**src/rtl/iter_shifter.sv**
```systemverilog
// iter_shifter: nibble-serial LSL/ASR/ROR unit using the run/stall handshake.
// Define ITER_SHIFTER_ROR_EN to build rotate; without it, op 10 executes as ASR.
module iter_shifter (
    input  logic        clk,
    input  logic        rst,
    input  logic        run,
    input  logic [1:0]  op,
    input  logic [31:0] x,
    input  logic [4:0]  sc,
    output logic        stall,
    output logic [31:0] y
);
    typedef enum logic [1:0] {IDLE, SHIFT, DONE} state_t;
    state_t      state;
    logic [31:0] r;
    logic [2:0]  cnt;
    logic [1:0]  opq;

    // Shift by 0..4; right shifts take their fill from the upper half of a 64-bit window
    function automatic logic [31:0] shr(input logic [1:0] o, input logic [31:0] v, input logic [2:0] n);
        logic        rot;
        logic        asr;
        logic [63:0] t;
`ifdef ITER_SHIFTER_ROR_EN
        rot = (o == 2'b10);
        asr = (o == 2'b01);
`else
        rot = 1'b0;
        asr = o[1] ^ o[0];
`endif
        t = {rot ? v : {32{asr & v[31]}}, v} >> n;
        return (rot | asr) ? t[31:0] : v << n;
    endfunction

    always_ff @(posedge clk) begin
        if (rst) begin
            state <= IDLE;
            r     <= '0;
            cnt   <= '0;
            opq   <= '0;
        end else if (run && state != SHIFT) begin
            r     <= shr(op, x, {1'b0, sc[1:0]});
            cnt   <= sc[4:2];
            opq   <= op;
            state <= (sc[4:2] != 3'd0) ? SHIFT : DONE;
        end else if (state == SHIFT) begin
            r     <= shr(opq, r, 3'd4);
            cnt   <= cnt - 3'd1;
            state <= (cnt == 3'd1) ? DONE : SHIFT;
        end else if (state == DONE) begin
            state <= IDLE;
        end
    end

    assign stall = run & (state != DONE) & ~rst;
    assign y     = r;
endmodule

```
**config.mk**
```make
export PLATFORM = sky130hd
export DESIGN_NAME = iter_shifter
export DESIGN_NICKNAME = d
export VERILOG_FILES = /design/src/rtl/iter_shifter.sv
export SDC_FILE = /design/constraint.sdc
export NUM_CORES = 1
export LEC_CHECK = 0
export BUFFER_PORTS_ARGS = -buffer_cell sky130_fd_sc_hd__buf_2
export CORE_MARGIN = 4
export CORE_UTILIZATION = 40
export DETAILED_ROUTE_END_ITERATION = 7
export SLEW_MARGIN = 40
export SYNTH_ARGS = -nofsm -noshare
export SYNTH_HDL_FRONTEND = slang
export SYNTH_SLANG_ARGS = --single-unit
```
**constraint.sdc**
```tcl
create_clock -name clk -period 2.2 [get_ports clk]
set_clock_uncertainty 0.2 [all_clocks]
set_input_delay 0.22 -clock clk [delete_from_list [all_inputs] [get_ports clk]]
set_output_delay 0.22 -clock clk [all_outputs]
set_load 0.02 [all_outputs]
```
# --- Word level (Yosys, flattened, before mapping) ---
# Index checks and enable logic that the tools add are counted.
totals:
  romBits: 0
  n_memories: 0
  ram_bits: 0
  latch_bits: 0
  wordCells: 34
  output_inout_bits: 33
  inputBits: 42
  ff_bits: 39
classes:
  n_bitwise: 7
  n_reduce_logical: 4
  mul: 0
  magnitude_cmp: 0
  shifts: 2
  n_div: 0
  addsub: 1
  eq_ne: 5
  n_mux: 11
op_table:
  columns: ["cell", "count"]
  rows:
  - ["32-bit 2-to-1 mux", 4]
  - ["64-bit by 2-bit right shift with 32-bit output", 1]
  - ["32-bit by 2-bit left shift with 32-bit output", 1]
  - ["2-bit 2-to-1 mux", 5]
  - ["3-bit 2-to-1 mux", 2]
  - ["3-bit nonzero test", 2]
  - ["1-bit AND", 4]
  - ["3-bit by 1-bit equality test with 1-bit output (second input constant)", 1]
  - ["3-bit by 1-bit subtractor with 3-bit output (second input constant)", 1]
  - ["2-bit by 1-bit equality test with 1-bit output (second input constant)", 1]
  - ["2-bit equality test (second input constant)", 1]
  - ["2-bit by 1-bit inequality test with 1-bit output (second input constant)", 1]
  - ["2-bit inequality test (second input constant)", 1]
  - ["2-bit nonzero test", 1]
  - ["1-bit XOR", 2]
  - ["1-bit logical AND", 1]
  - ["1-bit inverter", 1]

# --- Depth between registers and ports, before layout ---
depth:
  depth_word: 5
  mapped_depth: 8
  depth_no_buf: 6

# --- Least setup slack after synthesis ---
# Ideal clock, no wire load.
synth_timing:
  path_type: "reg2reg"
  startpoint: "register opq[1]"
  endpoint: "register r[12], in the netlist y[12]"
  synth_period_minus_slack_ps: 1852
  required_ps: 1868
  n_path_buf: 1
  path_slack_ps: 348
  stages_incl_launch_ff: 6
  arrival_time_ps: 1520
  setup_ps: 132
  path_cell_list: "dfxtp_1 -> xor2_4 -> clkbuf_8 -> mux2_2 -> a21oi_1 -> o32ai_1"
synth_between:
  elab_chain_len: 4
synth_lines:
  columns: ["element", "line", "source"]
  rows:
  - ["start, declared", "17", "logic [1:0] opq;"]
  - ["start signal, assigned", "44", "opq <= op;"]
  - ["1-bit XOR", "29", "asr = o[1] ^ o[0];"]
  - ["32-bit 2-to-1 mux", "32", "return (rot | asr) ? t[31:0] : v << n;"]
  - ["32-bit 2-to-1 mux", "46", "end else if (state == SHIFT) begin"]
  - ["32-bit 2-to-1 mux", "41", "end else if (run && state != SHIFT) begin"]
  - ["end signal, assigned", "42", "r <= shr(op, x, {1'b0, sc[1:0]});"]
  - ["end signal, assigned", "47", "r <= shr(opq, r, 3'd4);"]
  - ["end, declared", "15", "logic [31:0] r;"]
# Every way passes these cells. The select of a mux whose other input is x is not followed.
# A chain may end at the register's enable or synchronous reset.

# --- Worst setup path in the final report ---
layout_timing:
  startpoint: "register state[0]"
  endpoint: "register r[28], in the netlist y[28]"
layout_between:
  elab_chain_len: 3
  word_cells_on_any_way: 5
  classes_between: "eq/ne (2); mux (1); reduce/logical (2)"
layout_lines:
  columns: ["element", "line", "source"]
  rows:
  - ["start, declared", "14", "state_t state;"]
  - ["start signal, assigned", "45", "state <= (sc[4:2] != 3'd0) ? SHIFT : DONE;"]
  - ["start signal, assigned", "49", "state <= (cnt == 3'd1) ? DONE : SHIFT;"]
  - ["2-bit by 1-bit inequality test with 1-bit output", "41", null]
  - ["1-bit logical AND", "41", null]
  - ["32-bit 2-to-1 mux / 2-bit nonzero test (equally long branches)", null, null]
# Parallel ways exist; a longest one is shown, timed or not.

==> results by group <==
Run status
  • Status: finished, final reports clean

Critical path
  • Worst r2r src: state[0]
  • Required @ worst endpoint: ~2.2 ns
  • Crit path capture type: flip-flop
  • Crit path launch type: flip-flop
  • Worst Path Max Fanout: 30
  • Setup crit start: state[0]
  • CP arrival: 1.98 ns
  • Crit path kind: reg -> reg

Floorplan
  • Die height: approximately 110 µm
  • FP Rows: 36
  • Core ar.: 9770 µm²
  • IO Pins: 75
  • Starting density of the core: 0.410
  • Die W: between 100 and 150 µm
  • Die ar.: 11700 µm²

Logic synthesis
  • Area share of the largest cell type after synthesis: 0.247
  • Post-synth EDFFs: 0
  • Total number of yosys warnings: 0
  • Syn Nets: around 440
  • Synth Flop Type: dfxtp_1
  • Post-Synthesis Cells: about 400
  • Asr flop ratio synth: 0
  • Synthesized area: 4010 µm²
  • FF+latch count, synth: 39
  • Top post-synthesis cells by area: mux4_2 25%, dfxtp_1 19%, mux2_2 6.2%
  • Synth cell types: 50
  • Sequential fraction of the synthesis area: 0.195
  • Post-synth top area cell: mux4_2
  • Mapped Avg Cell Area: between 10 and 15 µm²

Clocking
  • H-Tree Depth: 2
  • Clock Pin Slew Worst Setup and Hold Paths: 0.08 ns
  • CTS Buf Count: 5
  • Clock sink total: 39
  • Hold-fix buffers at CTS: 0
  • CTS tree: yes
  • Post_cts resized: 0
  • Root buf cell: clkbuf_8
  • Setup Fix Bufs, Post-CTS: 0
  • Clock Tree Buf Depth: 2
  • Worst skew pair latency: 0.30 ns

Power
  • Power Density: about 580 nW/µm²
  • Switching share of power: 0.354
  • Seq pwr share: 0.332
  • Internal: approximately 0.0017 W
  • Standby leakage power: ~1.9 nW
  • Power share of the clock group: 0.277
  • Worst vdd ir: around 0.29 mV
  • Sw Pwr: between 0.0009 and 0.001 W
  • Gate power share: 0.392

Routing
  • # DRC: 0
  • Vias per cell: ~6.2
  • Pre-antenna DRT Iters: 5
  • Via count: roughly 3.7k
  • Final ANT Viol Nets: 0
  • DR iter-0 viols: about 380
  • Routed WL: between 10 and 15 mm
  • WL/cell: 20.2 µm

Timing
  • Final Cycle Share: 0.889
  • Worst-Margin Slew: ~0.66 ns
  • TNS Setup: 0 ns
  • Hold Fails Final Rpt: 0
  • Fin crit period: roughly 2.0 ns
  • Slew headroom: 0.560
  • Unrepaired setup endpoints after global routing: false
  • Maximum clock rate: slightly above 500 MHz
  • Final hold slack: 0.0396 ns
  • Max-slew violations: 0
  • # setup viols final: 0

Cells and area
  • N_diodes: 0
  • Area Overhead vs Synth: 13.9%
  • Fillers: between 900 and 1k
  • Layout cells sized above 1: 0.392
  • Layout Cells excl Fill: just under 600
  • Final net count: ~500
  • Final design area excluding fillers: ~4600 µm²

Placement
  • Area after DPL: approximately 4400 µm²
  • Number of port buffers: 74
  • Routability cong.: slightly above 0.8
  • Placed insts: ~580
  • Post-DP HPWL: 8.52 mm

Global routing
  • GRT Util Overall: 0.200
  • Initial antenna violation count: 0
  • Global-route wire length before repair: between 15 and 20 mm
  • Grt total ovfl: 0
  • Vias in the first global route: roughly 3.2k
  • Largest net degree at the start of global routing: 40

Flow run
  • Max cap viols: 0

Worst hold path
  • Hold Crit Class: in -> reg
  • Hold_sp: sc[4]
## layout make-up
class                           instances  area [µm²]  share of cell area
Tap cell                              133         166              0.0364
Timing Repair Buffer                   92         571               0.125
Sequential cell                        39         781               0.171
Clock inverter                          3        67.6              0.0148
Clock buffer                            5        68.8              0.0151
Multi-Input combinational cell        306        2880               0.631
Inverter                                9        33.8             0.00739
## stage by stage
step,setup slack [ns],utilization,power (W)
6_report,0.244,0.467,0.00266
5_1_grt,0.0934,0.467,0.00278
4_1_cts,0.255,0.467,0.00266
3_5_place_dp,0.222,0.454,0.00193
3_3_place_gp,0.199,0.454,0.00192
2_1_floorplan,0.348,-,0.00161
## flip-flops by register name, indices dropped and copies added (netlist names), named ones only
name and flops:
opq 2, cnt 3, state 2, y 31
## worst max-delay path, cell delays in order, from the launching register on
cell	delay, ns
dfxtp_1	0.45
nor2b_2	0.48
buf_12	0.25
nor3_1	0.06
a211o_1	0.30
a41oi_2	0.15
## Yosys cell counts (2+ instances only)
cell / instances
o22ai_1: 2
o2111ai_1: 3
ha_1: 2
a211o_1: 2
nand2b_1: 3
a31oi_1: 4
nand2_1: 16
buf_4: 4
mux4_2: 44
mux4_1: 5
o211ai_1: 2
dfxtp_1: 39
mux4_4: 3
inv_1: 9
nor2_1: 63
nor3_1: 2
nand3_1: 2
nand3b_1: 2
buf_6: 4
mux2_2: 22
a211oi_1: 7
mux2i_1: 10
o21ai_0: 12
a22oi_1: 2
and3_1: 22
clkbuf_8: 9
o31ai_1: 2
and3_2: 3
buf_2: 13
clkbuf_1: 10
a21oi_1: 32
o32ai_1: 22
## placed cells by master, fill, tap and decap left out, types with 10 or more instances in the layout
cell type / count
a21oi_1: 32
and3_1: 22
buf_2: 73
buf_4: 14
dfxtp_1: 39
mux2_2: 22
mux2i_1: 10
mux4_2: 44
nand2_1: 16
nor2_1: 63
o21ai_0: 12
o32ai_1: 22
## metal layers
metal	vias up	track usage	wire length (µm)
li1	1679	-	-
met3	4	0.0227	959
met4	0	0.0343	66
met2	184	0.281	5140
met5	-	0	0
met1	1789	0.330	5680
## power groups by stage
stage                     Clock [W]  Sequential, W  Combinational [W]
after CTS                  0.000742       0.000880            0.00104
after global placement            0       0.000894            0.00102
after global routing       0.000765       0.000890            0.00112
final                      0.000735       0.000881            0.00104
after floorplan                   0       0.000938           0.000672
after detailed placement          0       0.000896            0.00103
## logic make-up after synthesis
group	after synthesis	share of synthesized area
AND/OR/NAND/NOR	115	0.132
AO/OA/AOI/OAI	101	0.175
flip-flops	39	0.195
XOR/XNOR	4	0.0200
multiplexers	84	0.385
adder cells (fa/ha/maj)	2	0.00624
buffers and inverters	50	0.0874
## worst paths after layout
path	endpoint	slack, ns	cells after the start
setup reg to reg	y[28]	0.24	5
hold reg to reg	cnt[2]	0.32	2
setup / recovery	y[28]	0.24	5
hold / removal	cnt[2]	0.04	3
Power figures use the tool's default switching activity.
